==> config.mk <==
export PLATFORM = sky130hd
export DESIGN_NAME = mem_arbiter_rr_flat
export DESIGN_NICKNAME = d
export VERILOG_FILES = /design/src/rtl/mem_arbiter_rr_if.sv /design/src/rtl/mem_arbiter_rr.sv /design/src/flat_wrapper.sv
export SDC_FILE = /design/constraint.sdc
export NUM_CORES = 1
export LEC_CHECK = 0
export BUFFER_PORTS_ARGS = -buffer_cell sky130_fd_sc_hd__buf_2
export CAP_MARGIN = 20
export CORE_MARGIN = 5
export CORE_UTILIZATION = 25
export DETAILED_ROUTE_END_ITERATION = 7
export PLACE_DENSITY = 0.4
export SLEW_MARGIN = 15
export SYNTH_ARGS = -nofsm -noshare
export SYNTH_HDL_FRONTEND = slang
export SYNTH_SLANG_ARGS = --single-unit
export TNS_END_PERCENT = 100
==> constraint.sdc <==
create_clock -name clk -period 3.6 [get_ports clk]
set_input_delay 0.72 -clock clk [delete_from_list [all_inputs] [get_ports clk]]
set_output_delay 0.72 -clock clk [all_outputs]
set_load 0.005 [all_outputs]
==> src/rtl/mem_arbiter_rr_if.sv <==
// ---------------------------------------------------------------------------
// mem_arbiter_rr_if
// Bundles the requester-side handshake and the external memory bus of the
// round-robin memory arbiter.
//   slave  : arbiter view (takes requests and memory responses, drives the
//            memory strobe/address/data and per-port results)
//   master : environment view (requesters plus memory controller)
// Signals:
//   reqtoggle/reqwe/reqbe/reqaddr/reqdatain : per-port request, flattened
//   reqdataout/reqdone/alldone/reqerr       : per-port results
//   memcs/memrw/membe/memaddr/memdatawrite  : memory access
//   memdataread/memdone                     : memory response
// ---------------------------------------------------------------------------
interface mem_arbiter_rr_if #(
  parameter int NPORT = 2,
  parameter int AW    = 22,
  parameter int DW    = 32,
  parameter int BW    = 4
);
  logic [NPORT-1:0]    reqtoggle;
  logic [NPORT-1:0]    reqwe;
  logic [NPORT*BW-1:0] reqbe;
  logic [NPORT*AW-1:0] reqaddr;
  logic [NPORT*DW-1:0] reqdatain;
  logic [NPORT*DW-1:0] reqdataout;
  logic [NPORT-1:0]    reqdone;
  logic                alldone;
  logic [NPORT-1:0]    reqerr;
  logic                memcs;
  logic                memrw;
  logic [BW-1:0]       membe;
  logic [AW-1:0]       memaddr;
  logic [DW-1:0]       memdatawrite;
  logic [DW-1:0]       memdataread;
  logic                memdone;

  modport slave (
    input  reqtoggle, reqwe, reqbe, reqaddr, reqdatain, memdataread, memdone,
    output reqdataout, reqdone, alldone, reqerr,
           memcs, memrw, membe, memaddr, memdatawrite
  );

  modport master (
    output reqtoggle, reqwe, reqbe, reqaddr, reqdatain, memdataread, memdone,
    input  reqdataout, reqdone, alldone, reqerr,
           memcs, memrw, membe, memaddr, memdatawrite
  );
endinterface

==> src/rtl/mem_arbiter_rr.sv <==
// ---------------------------------------------------------------------------
// mem_arbiter_rr
// N-port round-robin arbiter sharing one external memory bus. Each port
// raises a request by toggling its reqtoggle line; the request is latched
// into per-port holding registers and served in round-robin order with a
// one-cycle memcs strobe, completing on a rising edge of memdone or, when
// TIMEOUT is non-zero, after TIMEOUT cycles with a sticky error flag.
// Ports:
//   clk  : clock, rising edge
//   rstn : asynchronous active-low reset
//   bus  : mem_arbiter_rr_if.slave (request side and memory bus)
// ---------------------------------------------------------------------------
module mem_arbiter_rr #(
  parameter int NPORT   = 2,
  parameter int AW      = 22,
  parameter int DW      = 32,
  parameter int BW      = 4,
  parameter int TIMEOUT = 255
) (
  input logic             clk,
  input logic             rstn,
  mem_arbiter_rr_if.slave bus
);

  localparam int GW = (NPORT > 1) ? $clog2(NPORT) : 1;
  // Last counter value before a forced completion; unused when TIMEOUT is 0.
  localparam logic [15:0] TLIM = (TIMEOUT == 0) ? 16'd0 : 16'(TIMEOUT - 1);

  typedef enum logic [1:0] {
    ST_IDLE  = 2'd0,
    ST_ISSUE = 2'd1,
    ST_WAIT  = 2'd2
  } state_t;

  // Returns {valid, index} of the first set bit of pend scanning start,
  // start+1, ... modulo NPORT. Scanning backwards lets the nearest hit win.
  function automatic logic [GW:0] pick_grant(input logic [NPORT-1:0] pend,
                                             input logic [GW-1:0]    start);
    logic [GW:0] res;
    int          idx;
    res = {(GW+1){1'b0}};
    for (int k = NPORT - 1; k >= 0; k--) begin
      idx = (int'(start) + k) % NPORT;
      if (pend[idx]) begin
        res = {1'b1, GW'(idx)};
      end else begin
        res = res;
      end
    end
    return res;
  endfunction

  // Per-port request tracking
  logic [NPORT-1:0] toggle_q_r;
  logic             primed_r;
  logic [NPORT-1:0] pending_r;
  logic [NPORT-1:0] reqdone_r;
  logic [NPORT-1:0] reqerr_r;
  logic [NPORT-1:0] hold_we_r;
  logic [BW-1:0]    hold_be_r   [NPORT];
  logic [AW-1:0]    hold_addr_r [NPORT];
  logic [DW-1:0]    hold_data_r [NPORT];

  // Access sequencing
  state_t           state_r;
  logic [GW-1:0]    grant_r;
  logic [GW-1:0]    rr_r;
  logic             memdone_q_r;
  logic [15:0]      tcnt_r;
  logic             memcs_r;
  logic             memrw_r;
  logic [BW-1:0]    membe_r;
  logic [AW-1:0]    memaddr_r;
  logic [DW-1:0]    memdatawrite_r;
  logic [NPORT*DW-1:0] reqdataout_r;

  logic             done_rise_s;
  logic             timeout_hit_s;
  logic             complete_s;
  logic [NPORT-1:0] comp_vec_s;
  logic [NPORT-1:0] toggle_s;
  logic [NPORT-1:0] accept_s;
  logic [NPORT-1:0] overrun_s;
  logic [GW:0]      pick_s;

  // Completion, toggle detection and next-grant selection.
  always_comb begin
    done_rise_s   = bus.memdone & ~memdone_q_r;
    timeout_hit_s = 1'b0;
    complete_s    = 1'b0;
    comp_vec_s    = {NPORT{1'b0}};
    if (state_r == ST_WAIT) begin
      // A real memdone edge takes precedence over a coincident timeout.
      if ((TIMEOUT != 0) && (tcnt_r == TLIM) && !done_rise_s) begin
        timeout_hit_s = 1'b1;
      end else begin
        timeout_hit_s = 1'b0;
      end
      complete_s = done_rise_s | timeout_hit_s;
    end else begin
      complete_s = 1'b0;
    end
    if (complete_s) begin
      comp_vec_s[grant_r] = 1'b1;
    end else begin
      comp_vec_s = {NPORT{1'b0}};
    end
    // Nothing is detected on the priming edge, so reset-time levels are ignored.
    if (primed_r) begin
      toggle_s = bus.reqtoggle ^ toggle_q_r;
    end else begin
      toggle_s = {NPORT{1'b0}};
    end
    // A port completing this edge may accept its next request immediately.
    accept_s  = toggle_s & (~pending_r | comp_vec_s);
    overrun_s = toggle_s & pending_r & ~comp_vec_s;
    pick_s    = pick_grant(pending_r, rr_r);
  end

  // Per-port pending/done/error flags and request holding registers.
  always_ff @(posedge clk or negedge rstn) begin
    if (!rstn) begin
      toggle_q_r <= {NPORT{1'b0}};
      primed_r   <= 1'b0;
      pending_r  <= {NPORT{1'b0}};
      reqdone_r  <= {NPORT{1'b1}};
      reqerr_r   <= {NPORT{1'b0}};
      hold_we_r  <= {NPORT{1'b0}};
      for (int i = 0; i < NPORT; i++) begin
        hold_be_r[i]   <= {BW{1'b0}};
        hold_addr_r[i] <= {AW{1'b0}};
        hold_data_r[i] <= {DW{1'b0}};
      end
    end else begin
      toggle_q_r <= bus.reqtoggle;
      primed_r   <= 1'b1;
      // Set wins over clear when a port completes and re-requests together.
      pending_r  <= (pending_r & ~comp_vec_s) | accept_s;
      reqdone_r  <= (reqdone_r | comp_vec_s) & ~accept_s;
      reqerr_r   <= reqerr_r | overrun_s |
                    (timeout_hit_s ? comp_vec_s : {NPORT{1'b0}});
      for (int i = 0; i < NPORT; i++) begin
        if (accept_s[i]) begin
          hold_we_r[i]   <= bus.reqwe[i];
          hold_be_r[i]   <= bus.reqbe[i*BW +: BW];
          hold_addr_r[i] <= bus.reqaddr[i*AW +: AW];
          hold_data_r[i] <= bus.reqdatain[i*DW +: DW];
        end
      end
    end
  end

  // IDLE/ISSUE/WAIT access sequencer with registered memory-bus outputs.
  always_ff @(posedge clk or negedge rstn) begin
    if (!rstn) begin
      state_r        <= ST_IDLE;
      grant_r        <= {GW{1'b0}};
      rr_r           <= {GW{1'b0}};
      memdone_q_r    <= 1'b0;
      tcnt_r         <= 16'd0;
      memcs_r        <= 1'b0;
      memrw_r        <= 1'b0;
      membe_r        <= {BW{1'b0}};
      memaddr_r      <= {AW{1'b0}};
      memdatawrite_r <= {DW{1'b0}};
      reqdataout_r   <= {(NPORT*DW){1'b0}};
    end else begin
      memdone_q_r <= bus.memdone;
      case (state_r)
        ST_IDLE: begin
          memcs_r <= 1'b0;
          if (pick_s[GW]) begin
            grant_r        <= pick_s[GW-1:0];
            memrw_r        <= hold_we_r[pick_s[GW-1:0]];
            membe_r        <= hold_be_r[pick_s[GW-1:0]];
            memaddr_r      <= hold_addr_r[pick_s[GW-1:0]];
            memdatawrite_r <= hold_we_r[pick_s[GW-1:0]] ?
                              hold_data_r[pick_s[GW-1:0]] : {DW{1'b0}};
            memcs_r        <= 1'b1;
            state_r        <= ST_ISSUE;
          end
        end
        ST_ISSUE: begin
          memcs_r <= 1'b0;
          tcnt_r  <= 16'd0;
          state_r <= ST_WAIT;
        end
        ST_WAIT: begin
          memcs_r <= 1'b0;
          tcnt_r  <= tcnt_r + 16'd1;
          if (complete_s) begin
            // A forced (timeout) completion leaves the read data untouched.
            if (done_rise_s && !memrw_r) begin
              reqdataout_r[grant_r*DW +: DW] <= bus.memdataread;
            end
            rr_r    <= (int'(grant_r) == NPORT - 1) ? {GW{1'b0}} : grant_r + GW'(1'b1);
            state_r <= ST_IDLE;
          end
        end
        default: begin
          memcs_r <= 1'b0;
          state_r <= ST_IDLE;
        end
      endcase
    end
  end

  assign bus.memcs        = memcs_r;
  assign bus.memrw        = memrw_r;
  assign bus.membe        = membe_r;
  assign bus.memaddr      = memaddr_r;
  assign bus.memdatawrite = memdatawrite_r;
  assign bus.reqdataout   = reqdataout_r;
  assign bus.reqdone      = reqdone_r;
  assign bus.alldone      = &reqdone_r;
  assign bus.reqerr       = reqerr_r;

endmodule

==> src/flat_wrapper.sv <==
// flat-port wrapper written by rule: the top's interface ports become plain ports
module mem_arbiter_rr_flat 
#(
  parameter int NPORT   = 2,
  parameter int AW      = 22,
  parameter int DW      = 32,
  parameter int BW      = 4,
  parameter int TIMEOUT = 255
)
  (clk, rstn, bus_reqtoggle, bus_reqwe, bus_reqbe, bus_reqaddr, bus_reqdatain, bus_memdataread, bus_memdone, bus_reqdataout, bus_reqdone, bus_alldone, bus_reqerr, bus_memcs, bus_memrw, bus_membe, bus_memaddr, bus_memdatawrite);
  mem_arbiter_rr_if #(.NPORT(NPORT), .AW(AW), .DW(DW), .BW(BW)) bus_i ();
  input logic clk;
  input logic rstn;
  input wire logic [$bits(bus_i.reqtoggle)-1:0] bus_reqtoggle;
  input wire logic [$bits(bus_i.reqwe)-1:0] bus_reqwe;
  input wire logic [$bits(bus_i.reqbe)-1:0] bus_reqbe;
  input wire logic [$bits(bus_i.reqaddr)-1:0] bus_reqaddr;
  input wire logic [$bits(bus_i.reqdatain)-1:0] bus_reqdatain;
  input wire logic [$bits(bus_i.memdataread)-1:0] bus_memdataread;
  input wire logic [$bits(bus_i.memdone)-1:0] bus_memdone;
  output wire logic [$bits(bus_i.reqdataout)-1:0] bus_reqdataout;
  output wire logic [$bits(bus_i.reqdone)-1:0] bus_reqdone;
  output wire logic [$bits(bus_i.alldone)-1:0] bus_alldone;
  output wire logic [$bits(bus_i.reqerr)-1:0] bus_reqerr;
  output wire logic [$bits(bus_i.memcs)-1:0] bus_memcs;
  output wire logic [$bits(bus_i.memrw)-1:0] bus_memrw;
  output wire logic [$bits(bus_i.membe)-1:0] bus_membe;
  output wire logic [$bits(bus_i.memaddr)-1:0] bus_memaddr;
  output wire logic [$bits(bus_i.memdatawrite)-1:0] bus_memdatawrite;
  assign bus_i.reqtoggle = bus_reqtoggle;
  assign bus_i.reqwe = bus_reqwe;
  assign bus_i.reqbe = bus_reqbe;
  assign bus_i.reqaddr = bus_reqaddr;
  assign bus_i.reqdatain = bus_reqdatain;
  assign bus_i.memdataread = bus_memdataread;
  assign bus_i.memdone = bus_memdone;
  assign bus_reqdataout = bus_i.reqdataout;
  assign bus_reqdone = bus_i.reqdone;
  assign bus_alldone = bus_i.alldone;
  assign bus_reqerr = bus_i.reqerr;
  assign bus_memcs = bus_i.memcs;
  assign bus_memrw = bus_i.memrw;
  assign bus_membe = bus_i.membe;
  assign bus_memaddr = bus_i.memaddr;
  assign bus_memdatawrite = bus_i.memdatawrite;
  mem_arbiter_rr #(.NPORT(NPORT), .AW(AW), .DW(DW), .BW(BW), .TIMEOUT(TIMEOUT)) u_core (.clk(clk), .rstn(rstn), .bus(bus_i));
endmodule
# After elaboration in Yosys (flattened, before gate mapping)
# Cells that the tools add are included.
[totals]
regBits = 272
out_inout_bits = 129
word_cells = 108
[op_classes]
n_addsub = 4
n_lt_le_gt_ge = 6
n_eq_ne = 5
shift = 2
mux = 36
bitwise_logic = 19
reduce_logical = 12
[ops]
columns = ["op", "n"]
rows = [
  ["two-way mux 32 bit", 4],
  ["two-way mux 22 bit", 3],
  ["bitwise mux 64 bit", 1],
  ["variable shift 32 x 34 -> 64 bit, first input constant", 1],
  ["indexed part select 32 x 34 -> 64 bit", 1],
  ["negator 6 -> 34 bit", 1],
  ["one-hot mux 16 bit (2 select lines)", 1],
  ["adder 16 x 1 -> 16 bit, second input constant", 1],
  ["== test 16 x 8 -> 1 bit, second input constant", 1],
  ["two-way mux 1 bit", 15],
  ["two-way mux 2 bit", 7],
  ["two-way mux 4 bit", 3],
  ["AND 2 bit", 5],
  ["OR 2 bit", 5],
  ["AND reduction 2 bit", 4],
  ["< comparator 1 x 2 -> 1 bit, second input constant", 3],
  ["inverter 2 bit", 3],
  ["one-hot mux 2 bit (3 select lines)", 1],
  ["inequality test 2 x 1 -> 1 bit, second input constant", 2],
  ["logical AND 1 bit", 3],
  ["< comparator 2 x 3 -> 1 bit, second input constant", 1],
  ["AND reduction 3 bit", 1],
  ["adder 1 bit, second input constant", 2],
  ["== test 2 x 1 -> 1 bit, second input constant", 1],
  ["other kinds (13)", 14],
]

# Logic depth before layout (Yosys ltp)
# Gate-level depths: netlist of run 1.
[depth]
ltp_word = 13
mapped_depth = 7

# Worst setup path after synthesis of run 1
# No wires, ideal clock.
[synth_path]
path_type = "input-to-reg"
start = "input port bus_memdone"
end = "register u_core.hold_addr_r[22] (netlist name)"
setup_ns = 0.127
arrival_time_ns = 1.882
t_required_ns = 3.473
path_slack_ns = 1.591
stages = 5
n_path_buf = 1
path_cell_list = "nor4bb_1 nor2_1 o22ai_4 buf_6 mux2_1"
[synth_via]
elab_chain_len = 10
[synth_rtl]
columns = ["item", "line", "rtl"]
rows = [
  ["start, declared", "flat_wrapper.sv:20", "input wire logic [$bits(bus_i.memdone)-1:0] bus_memdone;"],
  ["AND 1 bit (*)", "mem_arbiter_rr.sv:88", "done_rise_s = bus.memdone & ~memdone_q_r;"],
  ["zero test 1 bit", "mem_arbiter_rr.sv:94", "if ((TIMEOUT != 0) && (tcnt_r == TLIM) && !done_rise_s) begin"],
  ["logical AND 1 bit", "mem_arbiter_rr.sv:94", ""],
  ["two-way mux 1 bit", "mem_arbiter_rr.sv:94", ""],
  ["two-way mux 1 bit", "mem_arbiter_rr.sv:92", "if (state_r == ST_WAIT) begin"],
  ["OR 1 bit (*)", "mem_arbiter_rr.sv:99", "complete_s = done_rise_s | timeout_hit_s;"],
  ["two-way mux 1 bit (*)", "mem_arbiter_rr.sv:92", ""],
  ["two-way mux 2 bit (*)", "mem_arbiter_rr.sv:103", "if (complete_s) begin"],
  ["OR 2 bit (*)", "mem_arbiter_rr.sv:115", "accept_s = toggle_s & (~pending_r | comp_vec_s);"],
  ["AND 2 bit (*)", "mem_arbiter_rr.sv:115", ""],
  ["end signal, assigned by index", "mem_arbiter_rr.sv:131", "hold_addr_r[i] <= {AW{1'b0}};"],
  ["end signal, assigned by index", "mem_arbiter_rr.sv:146", "hold_addr_r[i] <= bus.reqaddr[i*AW +: AW];"],
  ["end, declared", "mem_arbiter_rr.sv:61", "logic [AW-1:0] hold_addr_r [NPORT];"],
]
# Every way passes the cells marked *; elsewhere a longest branch is shown, timed or not. The select of a mux whose other input is x is not followed.
# A chain may end at the register's enable or synchronous reset.

# Worst setup path after layout of run 1
[layout_path]
start = "register u_core.state_r[0]"
end = "register u_core.hold_be_r[6] (netlist name)"
[layout_via]
elab_chain_len = 5
[layout_rtl]
columns = ["item", "line", "rtl"]
rows = [
  ["start, declared", "mem_arbiter_rr.sv:65", "state_t state_r;"],
  ["start signal, assigned", "mem_arbiter_rr.sv:156", "state_r <= ST_IDLE;"],
  ["start signal, assigned", "mem_arbiter_rr.sv:180", "state_r <= ST_ISSUE;"],
  ["start signal, assigned", "mem_arbiter_rr.sv:186", "state_r <= ST_WAIT;"],
  ["== test 2 bit", "mem_arbiter_rr.sv:92", ""],
  ["two-way mux 1 bit", "mem_arbiter_rr.sv:92", ""],
  ["two-way mux 2 bit", "mem_arbiter_rr.sv:103", ""],
  ["OR 2 bit", "mem_arbiter_rr.sv:115", ""],
  ["AND 2 bit", "mem_arbiter_rr.sv:115", ""],
  ["end signal, assigned by index", "mem_arbiter_rr.sv:130", "hold_be_r[i] <= {BW{1'b0}};"],
  ["end signal, assigned by index", "mem_arbiter_rr.sv:145", "hold_be_r[i] <= bus.reqbe[i*BW +: BW];"],
  ["end, declared", "mem_arbiter_rr.sv:60", "logic [BW-1:0] hold_be_r [NPORT];"],
]
# No other way between the ends.

==> results.md, run 1 <==
- TritonRoute pass-1 iters: 4
- Boundary pin count: about 280
- Sum of negative setup slack: 0 ns
- CP Max Fanout: 33
- Number of nets in the finished design: between 1000 and 1500
- Initial core utilization: 0.251
- Buffer count from post-CTS setup fixing: 0
- Simple-gate share of the synthesized area: 0.0553
- Die footprint: 48500 µm²
- Path class of the lowest-slack min-delay path: in2async
- Data required time of the worst path: 4.00 ns
- Number of nets produced by synthesis: 958
- Worst setup SP type: flop
- Share of layout cells above drive strength 1: 0.426
- Antenna violations before repair: 10
- Clock latency at the later pin of the worst-skew pair: 0.53 ns
- Filler Cell Count: 4513
- Number of pins exceeding their max-slew limit in the final report: 0
- Achievable clock frequency: slightly below 400 MHz
- Horizontal extent of the die: ~220 µm
- Sequential cell area: 6810 µm²
- Leakage power of the design: 7.00 nW
- Share of the clock period used by the worst path: 0.713
- Number of warnings reported in the yosys synthesis log: 0
- Commonest cells after routing, fill and taps aside: sky130_fd_sc_hd__buf_2 (282), sky130_fd_sc_hd__dfrtp_1 (270), sky130_fd_sc_hd__mux2_2 (115)
- Number of global-route vias before repair: 7986
- Routability congestion estimate from global placement: 0.717
- Mux share of post-synthesis cell area: 0.240
- Final global-route overflow total: 0
- Crit path largest cell delay: ~0.45 ns
- Hold-fix buffers, CTS: 0
- First-pass GRT wire length: 48.6 mm
- Number of vias after detailed routing: 7295
- Worst-path clk slew: 0.05 ns
- Detail-routed net length per standard cell: about 18 µm
- Maximum buffer depth of the clock tree: 3
- Worst Path Arrival: between 2 and 3 ns
- Worst slew slack as a fraction of its limit: 0.400
- Die height: 220 µm
- Outcome: finished, final reports clean
- Unrepaired setup endpoints after global routing: false
- Drt drc: 0
- Number of register bits inferred by synthesis: roughly 270
- Post-route total power: 12.0 mW
- Area overhead of the layout relative to synthesis: 29.6%
- Row cnt: 77
- Total standard cell area after synthesis: 11100 µm²
- Area occupied by multi-input gates: 4000 µm²
- Synthesized netlist cell count: 798
- Master of the slowest instance on the critical path: sky130_fd_sc_hd__ha_1
- Logic depth of the worst register-to-register path: 7
- Worst VDD drop: 0.361 mV
- Detail-routed via count per cell: 4.26
- Aggregate global-route resource usage: 0.131
- Post-route minimum period: 2.57 ns
- Dominant combinational cell family by area after synthesis: multiplexers
- Compound-Gate Fraction of Synth Area: 0.0490
- Area of the core: 44000 µm²
- Wirelength, routed: 31.7 mm
- Drt initial violations: between 200 and 300
- Crit end category: flop
- Crit Path Category: reg2reg
- Number of endpoints with negative hold slack in the final report: 0
- Synth Area in Adders: 0.00566
- Largest net degree at the start of global routing: 97
- Post-CTS resize count: 0
- Max-cap viol count: 0
- CTS tree: yes
- Clock buffer count from CTS: 35
- Root cell of the clock tree: sky130_fd_sc_hd__clkbuf_16
- Sequential fraction of the synthesis area: 0.616
- Count of distinct cell types in the synthesized netlist: between 40 and 50
- Cells along the critical path: inv_1 > ha_1 > nor4bb_1 > nor2_1 > o22ai_4 > buf_4 > mux2_1
- Leading cell type in the layout, fill and taps excluded: sky130_fd_sc_hd__buf_2
- Power density over the cells: 835 nW/µm²
- Clk sinks: 272
- Slew at the pin with the worst max-slew slack: 0.896 ns
- Port Buffers: 283
- Layout Skew: 0.0204 ns
- Final-report setup violation count: 0
- Antenna viol nets, final: 0
- Syn avg cell area: approximately 14 µm²
- Xor-xnor portion of the synthesized cell area: 0.00792
- HPWL Detailed: 21.5 mm
- Htree depth: 2
- Layout Utilization: 0.326
==> power breakdown <==
group	switching, mW	internal, mW
combinational	1.80	1.74
sequential	0.650	4.37
clock	1.31	2.11
==> critical path, delay by kind of cell (launching register included) <==
family | cells | cell delay, ns
simple gates | 2 | 0.49
buf+inv | 2 | 0.56
mux | 1 | 0.38
fa+ha+maj | 1 | 0.45
flops | 1 | 0.38
compound gates | 1 | 0.15
==> routing by layer <==
| layer | up-vias | GRT usage | wire length, µm |
|---|---|---|---|
| li1 | 3428 | - | - |
| met5 | - | 0 | 73 |
| met4 | 10 | 0.0408 | 706 |
| met2 | 224 | 0.196 | 13900 |
| met1 | 3581 | 0.171 | 14100 |
| met3 | 52 | 0.0554 | 2910 |
==> stage by stage <==
stage                     cell area (µm²)  cells  setup WS, ns  hold WS [ns]
final                               14300   1714          1.03         0.247
after global routing                14300   1711         0.779         0.271
after CTS                           14300   1709         0.975         0.265
after detailed placement            13200   1650         0.986         0.465
after global placement              13200   1650          1.05         0.458
after floorplan                     11100    798          1.59         0.424
==> cell usage after synthesis, drive strengths merged <==
cell type  number  share of area
a21bo           1        0.00091
a21boi          1        0.00068
nor4bb          1        0.00091
nor3            2        0.00091
and4b           2         0.0018
mux2          183           0.19
a32o            1        0.00091
and3            1        0.00057
nor4b           1         0.0014
mux2i          59          0.053
clkbuf         19         0.0064
xor2            6         0.0048
nor2           13         0.0044
o22ai           3         0.0042
nor4            3         0.0023
ha              5         0.0057
conb            1        0.00034
nand3b          1        0.00068
nor3b           1        0.00068
nand2b          3         0.0017
inv            10         0.0034
a22o            4         0.0032
nand3           7         0.0036
dfstp           2         0.0048
dfrtp         270           0.61
o21bai          2         0.0014
and4            3         0.0024
nand4b          1        0.00079
o21ai          70          0.032
a31oi           1        0.00057
buf            22          0.017
nor2b           2         0.0011
a21oi           7         0.0032
xnor2           4         0.0032
and2            1        0.00057
nand2          70          0.024
or3             4         0.0023
nand4           7         0.0045
or4             1         0.0010
a2bb2oi         3         0.0024
==> worst paths after layout <==
| check | to | from | slack, ns |
|---|---|---|---|
| min in group clk | u_core.toggle_q_r[0] | bus_reqtoggle[0] | 0.33 |
| max in group asynchronous | u_core.hold_data_r[50] | rstn | 2.52 |
| worst max-delay path | u_core.hold_be_r[6] | u_core.state_r[0] | 1.03 |
| worst min register to register | u_core.bus.memdatawrite[0] | u_core.bus.memdatawrite[0] | 0.47 |
| worst min-delay path | u_core.bus.reqdataout[60] | rstn | 0.25 |
| worst max register to register | u_core.hold_be_r[6] | u_core.state_r[0] | 1.03 |
==> sequential cells by signal, summed over array words and instances (netlist names), 2 cells and up <==
| register | flops |
|---|---|
| u_core.bus.reqdataout | 64 |
| u_core.state_r | 2 |
| u_core.bus.reqdone | 2 |
| u_core.bus.membe | 4 |
| u_core.bus.memdatawrite | 32 |
| u_core.bus.memaddr | 22 |
| u_core.hold_data_r | 64 |
| u_core.pending_r | 2 |
| u_core.tcnt_r | 16 |
| u_core.hold_be_r | 8 |
| u_core.hold_we_r | 2 |
| u_core.bus.reqerr | 2 |
| u_core.toggle_q_r | 2 |
| u_core.hold_addr_r | 44 |
==> layout make-up <==
class	instances	share of cell area
flip-flops and latches	272	0.475
inverters	10	0.00262
clock buffers	57	0.0754
clock inverters	2	0.00244
diodes	5	0.000873
well taps	592	0.0517
repair buffers	301	0.113
multi-input cells	475	0.279
==> cells by family (layout without fill, tap and decap cells) <==
group                      Yosys count  after routing
AOI/OAI and AO/OA                   93             93
adders and majority gates            5              5
buffers and inverters               51            370
muxes                              242            242
other                                1              6
xor gates and xnor gates            10             10
and+or+nand+nor                    124            124
DFF                                272            272
Note: power is estimated with default switching activity, not from simulation.
==> inputs of run 2 (changes only) <==
--- a/config.mk
+++ b/config.mk
@@ -5,12 +5,13 @@
 export SDC_FILE = /design/constraint.sdc
 export NUM_CORES = 1
 export LEC_CHECK = 0
+export ABC_AREA = 1
 export BUFFER_PORTS_ARGS = -buffer_cell sky130_fd_sc_hd__buf_2
 export CAP_MARGIN = 20
 export CORE_MARGIN = 5
 export CORE_UTILIZATION = 25
 export DETAILED_ROUTE_END_ITERATION = 7
-export PLACE_DENSITY = 0.4
+export PLACE_DENSITY = 0.41
 export SLEW_MARGIN = 15
 export SYNTH_ARGS = -nofsm -noshare
 export SYNTH_HDL_FRONTEND = slang
==> constraint.sdc (replaced) <==
create_clock -name clk -period 2.15 [get_ports clk]
set_input_delay 0.43 -clock clk [delete_from_list [all_inputs] [get_ports clk]]
set_output_delay 0.43 -clock clk [all_outputs]
set_load 0.005 [all_outputs]
==> results.md, run 2 <==
- Drt drc: 0
- TritonRoute pass-1 iters: 5
- Sum of negative setup slack: 0 ns
- Logic depth of the worst register-to-register path: 12
- Final global-route overflow total: 0
- Share of layout cells above drive strength 1: 0.266
- Met2 wirelength from detailed routing: 17.1 mm
- Syn avg cell area: between 9 and 10 µm²
- Post-synth top flop: sky130_fd_sc_hd__dfrtp_1
- Setup slack of the critical path after layout: 0.191 ns
- Max-cap viol count: 0
- Worst reg2reg endpoint: u_core.hold_addr_r[40]
- Clock latency at the later pin of the worst-skew pair: 0.52 ns
- Library cell with the highest instance count after synthesis: sky130_fd_sc_hd__nand2_1
- Met1 routed wirelength after detailed routing: between 15 and 20 mm
- Hold slack: 0.0436 ns
- Root cell of the clock tree: sky130_fd_sc_hd__clkbuf_16
- Detail-routed net length per standard cell: 17.4 µm
- Leading cell type in the layout, fill and taps excluded: sky130_fd_sc_hd__nand2_1
- Clk sinks: 272
- Number of nets in the finished design: 1682
- Worst-path clk slew: 0.06 ns
- Worst setup slack before clock tree synthesis: ~0.15 ns
- Data required time of the worst path: 2.56 ns
- CP Max Fanout: 24
- Unrepaired setup endpoints after global routing: false
- Buffer count from post-CTS setup fixing: 0
- Cell types occupying the most area after synthesis: sky130_fd_sc_hd__dfrtp_1 (60%), sky130_fd_sc_hd__nand2_1 (15%), sky130_fd_sc_hd__nand3_1 (5.8%)
- Number of register bits inferred by synthesis: roughly 270
- Boundary pin count: 284
- Number of global-route vias before repair: 9456
- Share of the clock period used by the worst path: 0.911
- Slew at the pin with the worst max-slew slack: 0.531 ns
- Drt initial violations: 482
- Crit end category: flop
- Detail-routed via count per cell: 4.34
- Row cnt: between 70 and 80
- Worst slew slack as a fraction of its limit: 0.646
- Number of warnings reported in the yosys synthesis log: 0
- Top Layer Used: met5
- Yosys top cell area share: 0.596
- Number of pins exceeding their max-slew limit in the final report: 0
- Count of distinct cell types in the synthesized netlist: 31
- Outcome: finished, final reports clean
- CTS tree: yes
- Aggregate global-route resource usage: 0.146
- Maximum buffer depth of the clock tree: 3
- Die footprint: 49700 µm²
- Commonest cells after routing, fill and taps aside: sky130_fd_sc_hd__nand2_1 (449), sky130_fd_sc_hd__buf_2 (282), sky130_fd_sc_hd__dfrtp_1 (270)
- Worst setup SP type: flop
- Achievable clock frequency: 510 MHz
- Worst Hold Launch: bus_reqtoggle[1]
- Post-synthesis async set-or-reset flop share: 1.00
- Worst Path Arrival: 2.37 ns
- Min-Delay Endpoint: u_core.toggle_q_r[1]
- Routability congestion estimate from global placement: between 0.8 and 0.9
- Number of enable-type register cells in the synthesized netlist: 0
- Horizontal extent of the die: 223 µm
- Post-route minimum period: between 1.5 and 2 ns
- Number of nets produced by synthesis: 1392
- Met3 WL post-DR: 2.24 mm
- Layout Skew: 0.0122 ns
- Post-synth top cells: sky130_fd_sc_hd__nand2_1 (451), sky130_fd_sc_hd__dfrtp_1 (270), sky130_fd_sc_hd__nand3_1 (131), sky130_fd_sc_hd__o21ai_0 (77), sky130_fd_sc_hd__inv_1 (65)
- Initial core utilization: 0.252
- Antenna violations before repair: 4
- Worst r2r src: u_core.tcnt_r[0]
- Leakage power of the design: ~7.9 nW
- Total standard cell area after synthesis: 11300 µm²
- Wirelength, routed: between 30 and 40 mm
- Area overhead of the layout relative to synthesis: 30.1%
- Number of vias after detailed routing: 9318
- Number of endpoints with negative hold slack in the final report: 0
- Area of the core: 45100 µm²
- Power density over the cells: 1400 nW/µm²
- First-pass GRT wire length: 57.6 mm
- Post-route total power: 20.7 mW
- Port Buffers: about 280
- Worst VDD drop: 0.500 mV
- HPWL Detailed: 24.9 mm
- Slack of the worst reg-to-reg path: 0.19 ns
- Cells on Worst Hold Path: 1
- Die height: 223 µm
- Cell taking the most area after synthesis: sky130_fd_sc_hd__dfrtp_1
- Htree depth: 2
- Inst Count DP: 2084
- Clock buffer count from CTS: 34
- Antenna viol nets, final: 0
- Sequential fraction of the synthesis area: 0.600
- Largest net degree at the start of global routing: 71
- Crit Path Category: reg2reg
- Fin cells: 2145
- Final-report setup violation count: 0
- Synthesized netlist cell count: 1232
- Path class of the lowest-slack min-delay path: in2reg
run 2: cells by family (layout without fill, tap and decap cells):
family	count (synthesis)	in the layout	synth area share
other	1	2	0.000331
buffers and inverters	133	445	0.0513
XOR/XNOR	1	1	0.000772
AND/OR/NAND/NOR	639	639	0.231
flip-flops	272	272	0.600
multiplexers	58	58	0.0540
adder cells (fa/ha/maj)	5	5	0.00551
AO/OA/AOI/OAI	123	123	0.0569
run 2: worst max-delay path: stages, from the launching register on:
cell,delay (ns)
sky130_fd_sc_hd__dfrtp_1,0.40
sky130_fd_sc_hd__inv_1,0.10
sky130_fd_sc_hd__ha_1,0.17
sky130_fd_sc_hd__nand3_1,0.08
sky130_fd_sc_hd__nor2_1,0.10
sky130_fd_sc_hd__nand2_1,0.08
sky130_fd_sc_hd__nand2_2,0.10
sky130_fd_sc_hd__nand3_2,0.09
sky130_fd_sc_hd__nand2_2,0.12
sky130_fd_sc_hd__nand2_2,0.21
sky130_fd_sc_hd__buf_12,0.24
sky130_fd_sc_hd__nand2_1,0.08
sky130_fd_sc_hd__nand2_1,0.05
run 2: per-layer routing:
metal | global-route usage | up-vias
li1 | - | 4560
met1 | 0.203 | 4463
met2 | 0.232 | 241
met3 | 0.0342 | 48
met4 | 0.0372 | 6
met5 | 0 | -
run 2: metrics by stage:
step / utilization / instance area [µm²]
2_1_floorplan: - / 11300
3_3_place_gp: 0.302 / 13600
3_5_place_dp: 0.302 / 13600
4_1_cts: 0.327 / 14800
5_1_grt: 0.327 / 14800
6_report: 0.327 / 14800
run 2: how the worst max path moves through the flow:
stage / to / start / slack, ns
detailed placement: u_core.hold_data_r[15] / u_core.tcnt_r[0] / 0.15
global placement: u_core.hold_addr_r[7] / u_core.tcnt_r[0] / 0.20
global route: u_core.hold_data_r[17] / u_core.tcnt_r[0] / 0.02
CTS: u_core.hold_addr_r[5] / u_core.tcnt_r[0] / 0.10
floorplan: u_core.tcnt_r[13] / u_core.state_r[0] / 0.44
finish: u_core.hold_addr_r[40] / u_core.tcnt_r[0] / 0.19
run 2: area by class of cell:
cell class                 instances  area [µm²]
inverter                          67         251
tap                              600         751
multi-input combinational        827        3990
clock buffer                      56        1080
clock inverter                     2        35.0
antenna                            1        2.50
sequential                       272        6810
timing repair buffer             320        1850
fill                            4787       30300
run 2: repair_timing:
item                                    CTS  global route
hold buffers                              2             0
endpoints found under the setup margin    0            20
resized for setup                         0             1
endpoints found under the hold margin    34             0
run 2: report_power, final:
part / switching, mW / internal, mW
Clock: 2.18 / 3.52
Sequential: 1.14 / 7.22
Combinational: 3.85 / 2.80
Total: 7.17 / 13.5
